**config.mk**
```make
export PLATFORM = sky130hd
export DESIGN_NAME = count_ctrl
export DESIGN_NICKNAME = d
export VERILOG_FILES = /design/src/rtl/count_pkg.sv /design/src/rtl/tick_gen.sv /design/src/rtl/count_ctrl.sv
export SDC_FILE = /design/constraint.sdc
export NUM_CORES = 1
export LEC_CHECK = 0
export BUFFER_PORTS_ARGS = -buffer_cell sky130_fd_sc_hd__buf_2
export CORE_UTILIZATION = 40
export DETAILED_ROUTE_END_ITERATION = 7
export PLACE_DENSITY_LB_ADDON = 0.2
export REMOVE_ABC_BUFFERS = 1
export SKIP_CTS_REPAIR_TIMING = 1
export SLEW_MARGIN = 20
export SYNTH_ARGS = -nofsm -noshare
export SYNTH_HDL_FRONTEND = slang
export SYNTH_SLANG_ARGS = --single-unit
```
**constraint.sdc**
```tcl
create_clock -name clk -period 3.74 [get_ports clk]
set_input_delay 0.374 -clock clk [delete_from_list [all_inputs] [get_ports clk]]
set_output_delay 0.374 -clock clk [all_outputs]
set_load 0.01 [all_outputs]
```
**src/rtl/count_pkg.sv**
```systemverilog
// Shared definitions for the key-driven two-digit counter: controller
// state encoding and the 7-segment digit table.
`timescale 1ns/1ps
package count_pkg;

    typedef enum logic [1:0] {
        IDLE  = 2'd0,
        RUN   = 2'd1,
        PAUSE = 2'd2,
        DONE  = 2'd3
    } state_t;

    // Segment patterns for digits 0..9: [6:0]=g..a, upper bits unused here.
    localparam logic [8:0] SEG_DIGIT [10] = '{
        9'h03f, 9'h006, 9'h05b, 9'h04f, 9'h066,
        9'h06d, 9'h07d, 9'h007, 9'h07f, 9'h06f
    };

    // Segment bits g..a for a BCD digit; non-decimal codes blank the digit.
    function automatic logic [6:0] seg_code(input logic [3:0] digit);
        logic [6:0] code;
        code = 7'h00;
        if (digit <= 4'd9) begin
            code = SEG_DIGIT[digit][6:0];
        end
        return code;
    endfunction

endpackage

```
**src/rtl/tick_gen.sv**
```systemverilog
// Count-rate divider. Advances only while enabled, so a pause keeps the
// partially elapsed tick period; tick is high in the last divider cycle.
`timescale 1ns/1ps
module tick_gen #(
    parameter int CLK_HZ  = 12_000_000,
    parameter int TICK_HZ = 1
) (
    input  logic clk,
    input  logic rst,
    input  logic en,
    input  logic clr,
    output logic tick
);

    localparam int DIV = CLK_HZ / TICK_HZ;
    localparam int CW  = $clog2(DIV);
    localparam logic [CW-1:0] LAST = CW'(DIV - 1);

    logic [CW-1:0] divider;

    assign tick = en && (divider == LAST);

    // Divider: clears on request, otherwise counts 0..DIV-1 while enabled and holds otherwise.
    always_ff @(posedge clk or negedge rst) begin
        if (!rst) begin
            divider <= '0;
        end else if (clr) begin
            divider <= '0;
        end else if (en) begin
            divider <= tick ? '0 : divider + 1'b1;
        end
    end

endmodule

```
**src/rtl/count_ctrl.sv**
```systemverilog
// Run/pause/clear controller for the two-digit display counter. Steps a
// BCD value between 00 and MAX on divider ticks, driven by one-cycle key
// pulses, and decodes both digits onto the segment pins.
`timescale 1ns/1ps
module count_ctrl
    import count_pkg::*;
#(
    parameter int CLK_HZ  = 12_000_000,
    parameter int TICK_HZ = 1,
    parameter int MAX     = 99
) (
    input  logic       clk,
    input  logic       rst,
    input  logic       start_pulse,
    input  logic       clear_pulse,
    input  logic       mode_pulse,
    output logic [3:0] tens,
    output logic [3:0] ones,
    output logic [8:0] seg_led_1,
    output logic [8:0] seg_led_2,
    output logic       running,
    output logic       done,
    output logic       dir_down
);

    localparam logic [3:0] MAX_T = 4'(MAX / 10);
    localparam logic [3:0] MAX_O = 4'(MAX % 10);

    state_t     state;
    state_t     state_nxt;
    logic [3:0] tens_nxt;
    logic [3:0] ones_nxt;
    logic       dir_nxt;
    logic       tick;
    logic       at_term;

    tick_gen #(
        .CLK_HZ (CLK_HZ),
        .TICK_HZ(TICK_HZ)
    ) u_tick (
        .clk (clk),
        .rst (rst),
        .en  (state == RUN),
        .clr (clear_pulse),
        .tick(tick)
    );

    // Terminal value depends on direction: MAX counting up, 00 counting down.
    assign at_term = dir_down ? ((tens == 4'd0) && (ones == 4'd0))
                              : ((tens == MAX_T) && (ones == MAX_O));

    // Next state and next counter value; clear overrides everything else.
    always_comb begin
        state_nxt = state;
        tens_nxt  = tens;
        ones_nxt  = ones;
        dir_nxt   = dir_down;
        if (clear_pulse) begin
            state_nxt = IDLE;
            tens_nxt  = dir_down ? MAX_T : 4'd0;
            ones_nxt  = dir_down ? MAX_O : 4'd0;
        end else begin
            case (state)
                IDLE: begin
                    if (mode_pulse) begin
                        // Reload from the new direction, i.e. the inverse of the current one.
                        dir_nxt  = ~dir_down;
                        tens_nxt = dir_down ? 4'd0 : MAX_T;
                        ones_nxt = dir_down ? 4'd0 : MAX_O;
                    end
                    if (start_pulse) begin
                        state_nxt = RUN;
                    end
                end
                RUN: begin
                    if (tick) begin
                        if (at_term) begin
                            state_nxt = DONE;
                        end else if (dir_down) begin
                            if (ones == 4'd0) begin
                                ones_nxt = 4'd9;
                                tens_nxt = tens - 4'd1;
                            end else begin
                                ones_nxt = ones - 4'd1;
                            end
                        end else begin
                            if (ones == 4'd9) begin
                                ones_nxt = 4'd0;
                                tens_nxt = tens + 4'd1;
                            end else begin
                                ones_nxt = ones + 4'd1;
                            end
                        end
                    end
                    // A start on the final tick loses to DONE; otherwise the tick step still lands.
                    if (start_pulse && !(tick && at_term)) begin
                        state_nxt = PAUSE;
                    end
                end
                PAUSE: begin
                    if (start_pulse) begin
                        state_nxt = RUN;
                    end
                end
                DONE: begin
                    state_nxt = DONE;
                end
                default: begin
                    state_nxt = IDLE;
                end
            endcase
        end
    end

    // Controller registers; status flags are registered from the next state.
    always_ff @(posedge clk or negedge rst) begin
        if (!rst) begin
            state    <= IDLE;
            tens     <= 4'd0;
            ones     <= 4'd0;
            dir_down <= 1'b0;
            running  <= 1'b0;
            done     <= 1'b0;
        end else begin
            state    <= state_nxt;
            tens     <= tens_nxt;
            ones     <= ones_nxt;
            dir_down <= dir_nxt;
            running  <= (state_nxt == RUN);
            done     <= (state_nxt == DONE);
        end
    end

    assign seg_led_1 = {1'b0, done,    seg_code(tens)};
    assign seg_led_2 = {1'b0, running, seg_code(ones)};

endmodule

```
; ---- After elaboration in Yosys (flattened, before gate mapping)
; Memory sizes are Yosys's and may differ from the RTL's.
; Cells that the tools add are included.
[word_totals]
output_inout_bits = 29
input_bits = 5
romBits = 288
register_bits = 37
memories = 2
wordCells = 83
[memory_table]
columns = name, words, word_bits, read_ports, rd_ports_with_merged_regs, write_ports, line
row1 = (name not given), 16, 9, 1, 0, 0, count_pkg.sv:24  ; code = SEG_DIGIT[digit][6:0];
row2 = (name not given), 16, 9, 1, 0, 0, count_pkg.sv:24
[classes]
magnitude_cmp = 4
n_eq_ne = 13
n_addsub = 5
bitwise_logic = 4
reduce_logical = 15
n_mux = 33
[op_table]
columns = cell, n
row1 = two-way mux 24 bit, 3
row2 = two-way mux 4 bit, 15
row3 = two-way mux 7 bit, 6
row4 = adder 24 x 1 -> 24 bit (second input constant), 1
row5 = equality test 24 bit (second input constant), 1
row6 = case mux 4 bit (2 select lines), 2
row7 = greater-or-equal comparator 5 bit (second input constant), 2
row8 = two-way mux 2 bit, 5
row9 = inverter 4 -> 5 bit, 2
row10 = inequality test 3 bit (second input constant), 3
row11 = adder 4 x 1 -> 4 bit (second input constant), 2
row12 = equality test 4 bit (second input constant), 2
row13 = less-or-equal comparator 4 bit (second input constant), 2
row14 = logical NOT 4 bit, 2
row15 = inequality test 4 bit (second input constant), 2
row16 = subtractor 4 x 1 -> 4 bit (second input constant), 2
row17 = equality test 2 bit (second input constant), 3
row18 = case mux 2 bit (3 select lines), 1
row19 = AND reduction 6 bit, 1
row20 = logical AND 1 bit, 5
row21 = equality test 2 x 1 -> 1 bit (second input constant), 2
row22 = AND reduction 4 bit, 1
row23 = AND reduction 3 bit, 1
row24 = nonzero test 3 bit, 1
row25 = other kinds (6), 7

; ---- Depth between registers and ports, before layout
[depth]
ltp_word = 10
ltp_mapped = 8
ltp_nobuf = 7

; ---- Hierarchy
; Synthesis repeated with hierarchy kept, for this count alone.
[unflattened]
cells_unflattened = 331
hier_area_um2 = 2880.3
[modules_own_cells]
columns = module, cells_each, area_per_inst_um2, instances
row1 = tick_gen, 167, 1519.0, 1
row2 = count_ctrl, 164, 1361.3, 1

; ---- Worst setup path after synthesis
; Ideal clock, no wire load.
[synth_path]
path_kind = register to register
start = register ones[0]
end = register ones[2]
setup_ns = 0.111
stages_incl_launch_ff = 8
path_buffers = 0
synth_period_minus_slack_ns = 2.313
arrival_ns = 2.201
setup_slack_ns = 1.427
path_cell_list = dfrtp_1 > inv_1 > ha_1 > or4bb_1 > o22ai_1 > o21a_1 > nor3_1 > a2111oi_2
[synth_via]
elab_chain_len = 7
[synth_rtl]
columns = element, line
row1 = "start, declared", count_ctrl.sv:18  ; output logic [3:0] ones,
row2 = "start signal, assigned", count_ctrl.sv:127  ; ones <= ones_nxt;
row3 = "adder 4 x 1 -> 4 bit, or another cell as far along", count_ctrl.sv:91  ; ones_nxt = ones + 4'd1;
row4 = "two-way mux 4 bit, on equally long branches", "count_ctrl.sv:87, count_ctrl.sv:80"
row5 = two-way mux 4 bit, count_ctrl.sv:79  ; end else if (dir_down) begin
row6 = two-way mux 4 bit, count_ctrl.sv:77  ; if (at_term) begin
row7 = two-way mux 4 bit, count_ctrl.sv:76  ; if (tick) begin
row8 = case mux 4 bit (2 select lines), count_ctrl.sv:63  ; case (state)
row9 = two-way mux 4 bit, count_ctrl.sv:58  ; if (clear_pulse) begin
; Several ways; a longest one is shown, not always the timed one. The select of a mux whose other input is x is not followed.
; A chain may end at the register's enable or synchronous reset.

; ---- Worst setup path after layout
; Ends and elaborated chain as after synthesis.

==> flow_summary.html <==
<table>
<tr><th>Metric</th><th>Value</th></tr>
<tr><th colspan="2">Outcome</th></tr>
<tr><td>Run status</td><td>finished, final reports clean</td></tr>
<tr><th colspan="2">Floorplanning</th></tr>
<tr><td>Initial core utilization</td><td>42.4%</td></tr>
<tr><td>Core region area</td><td>6490 µm²</td></tr>
<tr><td>Die Y-Extent</td><td>85.0 µm</td></tr>
<tr><td>Floorplan row count</td><td>29</td></tr>
<tr><td>Die Width</td><td>85.0 µm</td></tr>
<tr><td>Top-Level Pins</td><td>34</td></tr>
<tr><td>Die Outline Area</td><td>7230 µm²</td></tr>
<tr><th colspan="2">Placement</th></tr>
<tr><td>Detailed Place HPWL</td><td>4430 µm</td></tr>
<tr><td>I/O Buffers</td><td>31</td></tr>
<tr><td>Gpl congestion</td><td>0.762</td></tr>
<tr><th colspan="2">Pwr</th></tr>
<tr><td>Internal power summed over all cells</td><td>0.931 mW</td></tr>
<tr><td>Peak supply drop</td><td>214 µV</td></tr>
<tr><td>Switching share of total power</td><td>45.5%</td></tr>
<tr><td>Leakage power</td><td>1.37 nW</td></tr>
<tr><td>Part of the total power dissipated in combinational logic</td><td>51.4%</td></tr>
<tr><td>Relative contribution of the clock network to total power</td><td>15.2%</td></tr>
<tr><td>Fraction of power consumed by sequential logic</td><td>33.4%</td></tr>
<tr><td>Areal power density over the cells</td><td>570 nW/µm²</td></tr>
<tr><td>Net switching component of the power</td><td>0.778 mW</td></tr>
<tr><th colspan="2">Critical path</th></tr>
<tr><td>Logic depth of the worst setup path including buffers</td><td>7</td></tr>
<tr><td>Maximum fanout count along the critical path</td><td>11</td></tr>
<tr><td>CP peak stage delay</td><td>0.55 ns</td></tr>
<tr><td>Type of element capturing the critical path</td><td>flip-flop</td></tr>
<tr><td>WP buf/inv</td><td>1</td></tr>
<tr><td>Crit path cell chain</td><td>inv_1 -&gt; ha_1 -&gt; or4bb_1 -&gt; o22ai_1 -&gt; o21a_1 -&gt; nor3_1 -&gt; a2111oi_2</td></tr>
<tr><td>Category of the most critical setup path</td><td>reg -&gt; reg</td></tr>
<tr><td>Worst endpoint data arrival time</td><td>2.87 ns</td></tr>
<tr><td>Crit path max-delay cell type</td><td>or4bb_1</td></tr>
<tr><td>Family with the most delay on the worst path</td><td>compound AO/OA/AOI/OAI gates</td></tr>
<tr><td>Launching element type of the critical path</td><td>flip-flop</td></tr>
<tr><td>Number of cells traversed by the worst register-to-register path</td><td>7</td></tr>
<tr><td>Worst Path Required</td><td>3.92 ns</td></tr>
<tr><th colspan="2">Cells and area</th></tr>
<tr><td>Share of cells above drive strength 1</td><td>14.2%</td></tr>
<tr><td>Total number of nets in the final design</td><td>375</td></tr>
<tr><td># fillers</td><td>657</td></tr>
<tr><td>Most common cell after layout, fill and taps aside</td><td>nor2_1</td></tr>
<tr><td>P&amp;R area growth vs syn</td><td>8.85%</td></tr>
<tr><td>Most frequent cells in the layout</td><td>nor2_1, dfrtp_1, buf_2, a21oi_1, o21ai_0</td></tr>
<tr><td>Ant. Diodes</td><td>0</td></tr>
<tr><td>Core utilization of the finished layout</td><td>46.2%</td></tr>
<tr><th colspan="2">Detailed routing</th></tr>
<tr><td>Number of iterations in the first detailed-routing pass</td><td>4</td></tr>
<tr><td>Vias per inst</td><td>5.71</td></tr>
<tr><td>Remaining DRCs</td><td>0</td></tr>
<tr><td>DRT iter0 DRCs</td><td>84</td></tr>
<tr><td>ANT nets after route</td><td>0</td></tr>
<tr><td>Routed WL</td><td>6460 µm</td></tr>
<tr><td>Post-DR wirelength/cell</td><td>15.1 µm</td></tr>
<tr><td>Count of vias placed by the detailed router</td><td>2442</td></tr>
<tr><th colspan="2">Synth</th></tr>
<tr><td>Asr flop ratio synth</td><td>100%</td></tr>
<tr><td>Mean instance size in the synthesized netlist</td><td>8.33 µm²</td></tr>
<tr><td>Cells after synthesis</td><td>331</td></tr>
<tr><td>Synth unique cells</td><td>57</td></tr>
<tr><td>Proportion of synthesized chip area in sequential cells</td><td>33.6%</td></tr>
<tr><td>Leading register cell type out of synthesis</td><td>dfrtp_1</td></tr>
<tr><td>Count of flip-flops with a built-in enable after synthesis</td><td>0</td></tr>
<tr><td>Post-synthesis instance area</td><td>2760 µm²</td></tr>
<tr><td>Synthesis Warnings</td><td>0</td></tr>
<tr><td>Synthesis-stage register bit count</td><td>37</td></tr>
<tr><th colspan="2">STA</th></tr>
<tr><td>Final setup viols</td><td>0</td></tr>
<tr><td>Final worst path period share</td><td>71.8%</td></tr>
<tr><td>Fmax</td><td>0.373 GHz</td></tr>
<tr><td>Final TNS setup</td><td>0 ns</td></tr>
<tr><td>Number of max-slew violations in the final report</td><td>0</td></tr>
<tr><td>Worst slew margin</td><td>37.4%</td></tr>
<tr><td>Final clock skew</td><td>0.00994 ns</td></tr>
<tr><td>Min cycle time layout</td><td>2.68 ns</td></tr>
<tr><td>Number of endpoints with negative hold slack in the final report</td><td>0</td></tr>
<tr><td>Setup repair after global routing missed its margin</td><td>no</td></tr>
<tr><td>Worst Max-Slew Pin Slew</td><td>0.932 ns</td></tr>
<tr><th colspan="2">Clocking</th></tr>
<tr><td>Clock tree root buffer cell</td><td>clkbuf_8</td></tr>
<tr><td>TritonCTS buffer count</td><td>5</td></tr>
<tr><td>Clk buf depth</td><td>2</td></tr>
<tr><td>Clock network latency to the later pin of the worst-skew pair</td><td>0.29 ns</td></tr>
<tr><td>Clock tree from TritonCTS</td><td>built</td></tr>
<tr><td>Clock-pin slew reported for the worst setup and hold paths after clock tree synthesis</td><td>0.07 ns</td></tr>
<tr><td>Depth of the CTS H-tree</td><td>2</td></tr>
<tr><td>Number of clock sinks</td><td>37</td></tr>
<tr><th colspan="2">GRT</th></tr>
<tr><td>Global-route wire length before repair</td><td>11500 µm</td></tr>
<tr><td>Antenna violations before repair</td><td>0</td></tr>
<tr><td>Grt total ovfl</td><td>0</td></tr>
<tr><td>Overall Global Routing Usage</td><td>19.7%</td></tr>
<tr><td>Number of global-route vias before repair</td><td>2393</td></tr>
<tr><td>Pin count of the biggest net entering global routing</td><td>38</td></tr>
<tr><th colspan="2">Job</th></tr>
<tr><td>Max-cap violations</td><td>0</td></tr>
<tr><th colspan="2">Hold path</th></tr>
<tr><td>Hold crit path type</td><td>in -&gt; async</td></tr>
</table>
[cell type report]
cell class / count / area, µm² / area share (%)
Multi-Input combinational cell: 263 / 1690 / 56.4
Sequential cell: 37 / 926 / 30.9
Timing Repair Buffer: 32 / 163 / 5.42
Tap cell: 77 / 96.3 / 3.21
Clock buffer: 5 / 68.8 / 2.29
Inverter: 13 / 48.8 / 1.63
Clock inverter: 1 / 5.00 / 0.167
[worst register-to-register path, delay by kind of cell (launching register included)]
family | cells | cell delay (ns)
buf+inv | 1 | 0.22
simple gates | 2 | 0.65
fa+ha+maj | 1 | 0.28
flops | 1 | 0.52
compound gates | 3 | 0.91
[sequential cells by signal (all words and copies together) (netlist names)]
name / count
u_tick.divider: 24
ones: 4
tens: 4
state: 2
dir_down: 1
done: 1
running: 1
[power by group through the flow]
stage / logic (mW) / registers [mW] / clock network, mW
5_1_grt: 0.990 / 0.589 / 0.285
6_report: 0.878 / 0.571 / 0.260
3_5_place_dp: 0.868 / 0.579 / 0
4_1_cts: 0.874 / 0.571 / 0.270
2_1_floorplan: 0.579 / 0.561 / 0
3_3_place_gp: 0.865 / 0.572 / 0
[kinds of logic after synthesis]
kind of cell	count (synthesis)	share of synthesized area [%]
DFF	37	33.6
and+or+nand+nor	134	25.2
buffers and inverters	32	5.22
adders and majority gates	18	8.44
xor gates and xnor gates	6	1.91
other	1	0.136
muxes	8	3.09
AOI/OAI and AO/OA	95	22.4
[routing by layer]
metal	share of wire, %	vias up	GRT usage [%]
li1	-	1229	-
met1	48	1158	26.0
met2	47	50	33.7
met3	2.9	5	2.92
met4	1.2	0	5.55
met5	0	-	0
[worst paths after layout]
path	startpoint	end	slack, ns
max in group asynchronous	rst	u_tick.divider[6]	3.01
max	ones[0]	ones[2]	1.06
min reg2reg	u_tick.divider[7]	u_tick.divider[7]	0.51
max reg2reg	ones[0]	ones[2]	1.06
min in group clk	start_pulse	state[0]	0.27
min	rst	u_tick.divider[12]	0.19
[stage by stage]
stage / area [µm²] / hold slack [ns] / power (mW) / cells / setup WS [ns]
2_1_floorplan: 2670 / 0.0784 / 1.14 / 313 / 1.39
3_3_place_gp: 2920 / 0.486 / 1.44 / 422 / 1.23
3_5_place_dp: 2920 / 0.497 / 1.45 / 422 / 1.11
4_1_cts: 3000 / 0.222 / 1.72 / 428 / 1.09
5_1_grt: 3000 / 0.258 / 1.86 / 428 / 0.824
6_report: 3000 / 0.188 / 1.71 / 428 / 1.06
[synth_stat cells, drive strengths merged, types with 7 or more instances]
cell type	instances	share of area (%)
a21o	14	3.8
a21oi	26	4.9
nand2	22	3.0
inv	13	1.8
nand3	17	3.1
clkbuf	12	1.6
dfrtp	37	34
ha	17	7.7
buf	7	1.8
nor2	40	5.4
nor3	15	2.9
o21ai	24	4.4
No activity file was read; power rests on OpenSTA's default activity.
